<file path="src/rtl/uart_rx_fifo_if.sv">
// Host/receiver-facing signal bundle of the UART receive FIFO.
// The master side strobes characters in and pops them; the slave side is the FIFO.
interface uart_rx_fifo_if #(
    parameter int unsigned DBIT   = 8,
    parameter int unsigned ADDR_W = 4
);
    logic            wr;
    logic [DBIT-1:0] w_data;
    logic            rd;
    logic            clr_overrun;
    logic [DBIT-1:0] r_data;
    logic            empty;
    logic            full;
    logic            almost_full;
    logic [ADDR_W:0] count;
    logic            overrun;

    modport master (
        output wr, w_data, rd, clr_overrun,
        input  r_data, empty, full, almost_full, count, overrun
    );

    modport slave (
        input  wr, w_data, rd, clr_overrun,
        output r_data, empty, full, almost_full, count, overrun
    );
endinterface

</file>
<file path="src/rtl/uart_rx_fifo.sv">
// Circular receive FIFO behind the UART receiver: captures characters on the done strobe,
// first-word-fall-through read port, full/empty/almost-full flags and a sticky overrun flag.
module uart_rx_fifo #(
    parameter int unsigned DBIT     = 8,
    parameter int unsigned ADDR_W   = 4,
    parameter int unsigned AF_LEVEL = 12
) (
    input logic             clk,
    input logic             reset_n,
    uart_rx_fifo_if.slave   bus
);
    localparam int unsigned DEPTH = 2 ** ADDR_W;
    localparam logic [ADDR_W:0] CountFull = (ADDR_W + 1)'(DEPTH);
    localparam logic [ADDR_W:0] CountAf   = (ADDR_W + 1)'(AF_LEVEL);

    logic [DBIT-1:0]   mem [DEPTH];
    logic [ADDR_W-1:0] wp_q, rp_q;
    logic [ADDR_W:0]   count_q;
    logic              overrun_q;
    logic              full, empty, wr_en, rd_en;

    assign full  = (count_q == CountFull);
    assign empty = (count_q == '0);

    // A write into a full FIFO still fits when the head is popped in the same cycle.
    assign wr_en = bus.wr & (~full | bus.rd);
    assign rd_en = bus.rd & ~empty;

    always_ff @(posedge clk) begin
        if (reset_n && wr_en) begin
            mem[wp_q] <= bus.w_data;
        end
    end

    always_ff @(posedge clk) begin
        if (!reset_n) begin
            wp_q      <= '0;
            rp_q      <= '0;
            count_q   <= '0;
            overrun_q <= 1'b0;
        end else begin
            if (wr_en) begin
                wp_q <= wp_q + 1'b1;
            end
            if (rd_en) begin
                rp_q <= rp_q + 1'b1;
            end
            case ({wr_en, rd_en})
                2'b10:   count_q <= count_q + 1'b1;
                2'b01:   count_q <= count_q - 1'b1;
                default: count_q <= count_q;
            endcase
            // Set has priority over a coincident clear.
            if (bus.wr && full && !bus.rd) begin
                overrun_q <= 1'b1;
            end else if (bus.clr_overrun) begin
                overrun_q <= 1'b0;
            end
        end
    end

    assign bus.r_data      = mem[rp_q];
    assign bus.empty       = empty;
    assign bus.full        = full;
    assign bus.almost_full = (count_q >= CountAf);
    assign bus.count       = count_q;
    assign bus.overrun     = overrun_q;
endmodule
</file>
<file path="src/flat_wrapper.sv">
// flat-port wrapper written by rule: the top's interface ports become plain ports
module uart_rx_fifo_flat 
#(
    parameter int unsigned DBIT     = 8,
    parameter int unsigned ADDR_W   = 4,
    parameter int unsigned AF_LEVEL = 12
)
  (clk, reset_n, bus_wr, bus_w_data, bus_rd, bus_clr_overrun, bus_r_data, bus_empty, bus_full, bus_almost_full, bus_count, bus_overrun);
  uart_rx_fifo_if #(.DBIT(DBIT), .ADDR_W(ADDR_W)) bus_i ();
  input logic clk;
  input logic reset_n;
  input wire logic [$bits(bus_i.wr)-1:0] bus_wr;
  input wire logic [$bits(bus_i.w_data)-1:0] bus_w_data;
  input wire logic [$bits(bus_i.rd)-1:0] bus_rd;
  input wire logic [$bits(bus_i.clr_overrun)-1:0] bus_clr_overrun;
  output wire logic [$bits(bus_i.r_data)-1:0] bus_r_data;
  output wire logic [$bits(bus_i.empty)-1:0] bus_empty;
  output wire logic [$bits(bus_i.full)-1:0] bus_full;
  output wire logic [$bits(bus_i.almost_full)-1:0] bus_almost_full;
  output wire logic [$bits(bus_i.count)-1:0] bus_count;
  output wire logic [$bits(bus_i.overrun)-1:0] bus_overrun;
  assign bus_i.wr = bus_wr;
  assign bus_i.w_data = bus_w_data;
  assign bus_i.rd = bus_rd;
  assign bus_i.clr_overrun = bus_clr_overrun;
  assign bus_r_data = bus_i.r_data;
  assign bus_empty = bus_i.empty;
  assign bus_full = bus_i.full;
  assign bus_almost_full = bus_i.almost_full;
  assign bus_count = bus_i.count;
  assign bus_overrun = bus_i.overrun;
  uart_rx_fifo #(.DBIT(DBIT), .ADDR_W(ADDR_W), .AF_LEVEL(AF_LEVEL)) u_core (.clk(clk), .reset_n(reset_n), .bus(bus_i));
endmodule
</file>
<file path="config.mk">
export PLATFORM = sky130hd
export DESIGN_NAME = uart_rx_fifo_flat
export DESIGN_NICKNAME = d
export VERILOG_FILES = /design/src/rtl/uart_rx_fifo_if.sv /design/src/rtl/uart_rx_fifo.sv /design/src/flat_wrapper.sv
export SDC_FILE = /design/constraint.sdc
export NUM_CORES = 1
export LEC_CHECK = 0
export CAP_MARGIN = 10
export CORE_MARGIN = 10
export CORE_UTILIZATION = 40
export CTS_CLUSTER_DIAMETER = 150
export DETAILED_ROUTE_END_ITERATION = 16
export DONT_BUFFER_PORTS = 1
export MAX_ROUTING_LAYER = met4
export REMOVE_ABC_BUFFERS = 1
export SYNTH_ARGS = -nofsm -noshare
export SYNTH_HDL_FRONTEND = slang
export SYNTH_SLANG_ARGS = --single-unit
export TNS_END_PERCENT = 5
</file>
<file path="constraint.sdc">
create_clock -name clk -period 4.8 [get_ports clk]
set_input_delay 0.48 -clock clk [delete_from_list [all_inputs] [get_ports clk]]
set_output_delay 0.48 -clock clk [all_outputs]
set_load 0.05 [all_outputs]
</file>
* Word-level counts from Yosys, hierarchy flattened
Memory sizes are Yosys's and may differ from the RTL's. A register that Yosys moved wholly into a read port is not among the register bits.
Index checks and enable logic that the tools add are counted.
** Storage, ports and cells
- Register bits after elaboration :: 14
- RAM bits :: 128
- Bits of input ports :: 13
- Logic and storage cells :: 32
- Memories kept :: 1
** Memory list
- u_core.mem :: depth 16, width 8, rd ports 1, clocked after Yosys merged registers in 1, wr ports 1, RTL line uart_rx_fifo.sv:16 : logic [DBIT-1:0] mem [DEPTH];
** Cells by class
- Add/sub/neg operators :: 4
- Order comparisons :: 1
- Equality and inequality tests :: 3
- Multiplexer cells :: 7
- Bitwise operators :: 5
- Reduce and logical (&&, ||, !) cells :: 7
** Operators with widths (number)
- $pmux 5 s2 :: 1
- $add 4x1->4 const B :: 2
- $mux 4 :: 2
- $add 5x1->5 const B :: 1
- $eq 5x5->1 const B :: 1
- $ge 5x4->1 const B :: 1
- $logic_not 5->1 :: 1
- $sub 5x1->5 const B :: 1
- $mux 1 :: 4
- $reduce_bool 2->1 :: 2
- $logic_and 1x1->1 :: 3
- $and 1x1->1 :: 2
- $eq 2x1->1 const B :: 1
- $eq 2x2->1 const B :: 1
- $not 1->1 :: 2
- $logic_not 1->1 :: 1
- $or 1x1->1 :: 1

* Logic depth before layout (Yosys ltp)
- Depth in word-level cells :: 7
- Depth in mapped cells :: 12
- Mapped depth without buffers :: 11

* Worst setup path before layout
OpenSTA, ideal clock, no wires.
- Kind :: reg-to-reg
- Start :: register u_core.count_q[1], in the netlist u_core.bus.count[1]
- End :: register u_core.count_q[2], in the netlist u_core.bus.count[2]
- Setup time :: 76 ps
- Data arrival time :: 2709 ps
- Data required time :: 4724 ps
- Path slack :: 2015 ps
- Stages on the path, launching flop included :: 11
- Path buffers :: 1
- Cells stage by stage :: dfxtp_1 > buf_6 > or4_4 > o21a_4 > ha_1 > xor2_1 > ha_1 > a21oi_1 > xnor2_1 > or3_1 > a21boi_0
** On the way
- Cells in the longest elaborated chain, start to end :: 6
** Ends and longest elaborated chain
- from (decl) :: RTL line uart_rx_fifo.sv:18 : logic [ADDR_W:0] count_q;
- from (signal assigned) :: RTL line uart_rx_fifo.sv:49 : 2'b10: count_q <= count_q + 1'b1;
- from (signal assigned) :: RTL line uart_rx_fifo.sv:50 : 2'b01: count_q <= count_q - 1'b1;
- from (signal assigned) :: RTL line uart_rx_fifo.sv:51 : default: count_q <= count_q;
- $eq 5x5->1 :: RTL line uart_rx_fifo.sv:22 : assign full = (count_q == CountFull);
- $not 1->1 :: RTL line uart_rx_fifo.sv:26 : assign wr_en = bus.wr & (~full | bus.rd);
- $or 1x1->1 :: RTL line uart_rx_fifo.sv:26
- $and 1x1->1 :: RTL line uart_rx_fifo.sv:26
- $eq 2x1->1 / $eq 2x2->1 (equally long branches) :: RTL line uart_rx_fifo.sv:48 : case ({wr_en, rd_en})
- $pmux 5 s2 / $reduce_bool 2->1 (equally long branches)
Several ways; a longest one is shown, not always the timed one.
A chain may end at the register's enable or synchronous reset.

==> impl_metrics.tcl <==
set metrics [dict create \
    synthTopCellsByArea "sky130_fd_sc_hd__edfxtp_1 64%, sky130_fd_sc_hd__mux4_1 12%, sky130_fd_sc_hd__dfxtp_1 6.0%" \
    regToRegStartpoint "u_core.bus.count[2]" \
    max-cap-violations 0 \
    drc 0 \
    number_of_global_route_vias_before_repair 2899 \
    net_count_final 327 \
    cellPowerDensity_mw_per_mm2 498 \
    floorplan.rows 44 \
    timing.rr.end "u_core.bus.count[4]" \
    p_sw_uw 909 \
    design.die.area_mm2 0.0202 \
    place_congestion 0.787 \
    length_in_cells_of_the_worst_reg_to_reg_path 10 \
    intPower_uw 2410 \
    post_cts_buffers 0 \
    yosysTopAreaCellShare_pct 64.4 \
    m1WireLength_um 4590 \
    top_level_ports 30 \
    cts.clk_slew.worst_paths_ns 0.06 \
    report.final.hold_viol_count 0 \
    static-leakage-power_uw 0.00214 \
    timing_worst_setup_path_type "reg2out" \
    postPlaceCellArea_mm2 0.00611 \
    final_number_of_max_transition_violations 0 \
    cp_slowest_stage_delay_ns 1.01 \
    outcome "complete, no violations" \
    final_layout_size_suffix_gt1_share_pct 15.3 \
    max_slew_margin_pct 24.5 \
    hold_depth 0 \
    fmax_ghz 0.307 \
    hp-class "in2reg" \
    antenna-diode-count 0 \
    ctsLongestPathBuffers 2 \
    met3RoutedLength_um 683 \
    grt_start_max_net_pins 33 \
    clock-skew-final_ns 0.00737 \
    stdcell_area_mm2 0.00667 \
    cts_num_sinks 146 \
    detailroute.via_count 2700 \
    initial_antenna_violation_count 0 \
    post_synth_instance_area_mm2 0.00597 \
    port_buffers 0 \
    worst_slew_pin_tran_ns 1.13 \
    ys.warnings.count 0 \
    syn_inst 302 \
    synthToLayoutAreaGrowth_pct 11.8 \
    worst-r2r-setup-slack_ns 1.78 \
    cp.required_ns 4.32 \
    path_max_fanout 32 \
    cpMaxStageDelayCell "sky130_fd_sc_hd__dfxtp_2" \
    clock_power_share_pct 37.9 \
    route.antenna.remaining_nets 0 \
    irDropWorstVdd_uv 248 \
    route.detailed.vias_per_inst 5.36 \
    routed.top_layer "met4" \
    post_synthesis_sequential_area_ratio_pct 70.5 \
    timing.final.crit_period_ns 3.26 \
    synth_largest_area_cell "sky130_fd_sc_hd__edfxtp_1" \
    drt-wirelength-per-cell_um 22.2 \
    drt_iter0_markers 190 \
    setup.worst_path.end "bus_r_data[3]" \
    switching_share_of_power_pct 27.3 \
    cts.hold.buffers_added 0 \
    end_kind "output pin" \
    crit_chain "mux4_1 -> mux4_2" \
    post_cts.resized_instances 0 \
    drt_wl_total_um 11200 \
    globalRouteOverflowTotal 0 \
    timing.final.setup_violations 0 \
    ys_async_sr_fraction_pct 0 \
    rsz0062_at_grt "no" \
    groute.usage.overall_pct 12.0 \
    tritoncts.num_buffers 17 \
    initial_utilization_pct 40.9 \
    cp_data_arrival_time_ns 2.78 \
    wire_length_of_the_first_global_routing_pass_um 17000 \
    met2_wirelength_um 5650 \
    place_hpwl_um 6680 \
    first_pass_iters 4 \
    share_of_power_burned_in_registers_pct 47.5 \
    netlist-cell-type-count 37 \
    setup_total_negative_slack_ns 0 \
    syn-mean-instance-area_um2 19.8 \
    die-height_um 142 \
    critPathLaunchType "flip-flop" \
    ys_ff_latch 146 \
    clock_latency_ns 0.41 \
    synth_flop_cell "sky130_fd_sc_hd__edfxtp_1" \
    die_width_um 142 \
    clock_root_buffer "sky130_fd_sc_hd__clkbuf_16" \
    synth_edf_count 128 \
    fp.coreArea_mm2 0.0146 \
    cts_tree "done" \
    finalCritPeriodShare_pct 67.9 \
    share_comb_of_total_power_pct 14.7 \
    cts.htree.levels 4 \
]
placed cells by master (no fill, tap or decap), types with 2 or more instances in the layout:
master,n
sky130_fd_sc_hd__nor2_1,20
sky130_fd_sc_hd__nor2b_1,4
sky130_fd_sc_hd__bufinv_16,2
sky130_fd_sc_hd__inv_6,3
sky130_fd_sc_hd__dfxtp_2,2
sky130_fd_sc_hd__nand2_1,8
sky130_fd_sc_hd__nand2b_1,2
sky130_fd_sc_hd__and2_1,9
sky130_fd_sc_hd__clkbuf_16,17
sky130_fd_sc_hd__clkinv_1,2
sky130_fd_sc_hd__mux4_2,12
sky130_fd_sc_hd__nand3b_1,2
sky130_fd_sc_hd__xor2_1,2
sky130_fd_sc_hd__ha_1,7
sky130_fd_sc_hd__a21o_1,2
sky130_fd_sc_hd__mux4_1,28
sky130_fd_sc_hd__nand3_1,4
sky130_fd_sc_hd__a21oi_1,4
sky130_fd_sc_hd__inv_1,8
sky130_fd_sc_hd__clkbuf_1,2
sky130_fd_sc_hd__a21boi_0,2
sky130_fd_sc_hd__clkinvlp_4,2
sky130_fd_sc_hd__xnor2_1,8
sky130_fd_sc_hd__o21ai_0,4
sky130_fd_sc_hd__dfxtp_1,16
sky130_fd_sc_hd__edfxtp_1,128
sky130_fd_sc_hd__mux2i_1,3
sky130_fd_sc_hd__clkinv_2,3
cell families after synthesis:
kind of cell    share of synthesized area (%)
flops                                    70.5
simple gates                             5.18
mux                                      17.4
buf+inv                                  2.16
compound gates                           1.89
xor+xnor                                 1.47
fa+ha+maj                                1.47
synthesized netlist by cell type, types with 3 or more instances:
cell type,instances
sky130_fd_sc_hd__mux4_1,28
sky130_fd_sc_hd__nand2_1,8
sky130_fd_sc_hd__and2_1,9
sky130_fd_sc_hd__nand3_1,4
sky130_fd_sc_hd__o21ai_0,4
sky130_fd_sc_hd__edfxtp_1,128
sky130_fd_sc_hd__nor2b_1,4
sky130_fd_sc_hd__mux2i_1,3
sky130_fd_sc_hd__nor2_1,20
sky130_fd_sc_hd__clkbuf_1,6
sky130_fd_sc_hd__ha_1,7
sky130_fd_sc_hd__a21oi_1,4
sky130_fd_sc_hd__inv_1,8
sky130_fd_sc_hd__mux4_2,12
sky130_fd_sc_hd__dfxtp_1,18
sky130_fd_sc_hd__buf_1,3
sky130_fd_sc_hd__buf_6,4
sky130_fd_sc_hd__xnor2_1,8
layout make-up:
cell class,count,area (µm²)
fill,1195,7920
sequential,146,4210
multi-input combinational,133,1630
clock buffer,19,433
tap,184,230
clock inverter,13,133
inverter,8,30.0
timing repair buffer,1,7.51
metrics by stage:
step           power [µW]  cells  setup WS (ns)  hold slack (ns)  utilization, %
2_1_floorplan        2000    287           1.88            0.535               -
3_3_place_gp         2090    472           1.88            0.570            41.9
3_5_place_dp         2100    472           1.77            0.571            41.9
4_1_cts              3360    504           1.47            0.146            45.7
5_1_grt              3450    504           1.43            0.137            45.7
6_report             3320    504           1.54            0.163            45.7
critical path: cells and delay by family, from the launching register on:
family	cells	cell delay, ns
flip-flops	1	1.01
multiplexers	2	1.36
metal layers:
layer  vias up  GRT usage (%)
met2        82           19.2
met4         0           5.00
li1       1234              -
met5         -              -
met1      1367           13.2
met3        17           4.37
sequential cells by signal, indices dropped and copies added (netlist names), named ones only:
register / count
u_core.bus.count: 5
u_core.bus.overrun: 1
u_core.mem: 128
u_core.rp_q: 4
u_core.wp_q: 4
power groups by stage:
stage	combinational (µW)	sequential (µW)	clock, µW
detailed placement	493	1610	0
finish	487	1580	1260
global placement	487	1610	0
CTS	496	1580	1280
floorplan	434	1570	0
global route	527	1590	1330
how the worst min path moves through the flow:
stage | to | slack (ns) | startpoint
detailed placement | u_core.rp_q[3] | 0.57 | u_core.rp_q[3]
CTS | u_core.mem[6][6] | 0.15 | bus_w_data[6]
global placement | flip-flop | 0.57 | u_core.rp_q[1]
global route | u_core.mem[0][7] | 0.14 | bus_w_data[7]
floorplan | flip-flop | 0.54 | u_core.rp_q[1]
finish | u_core.mem[6][7] | 0.16 | bus_w_data[7]
No activity file was read; power rests on OpenSTA's default activity.
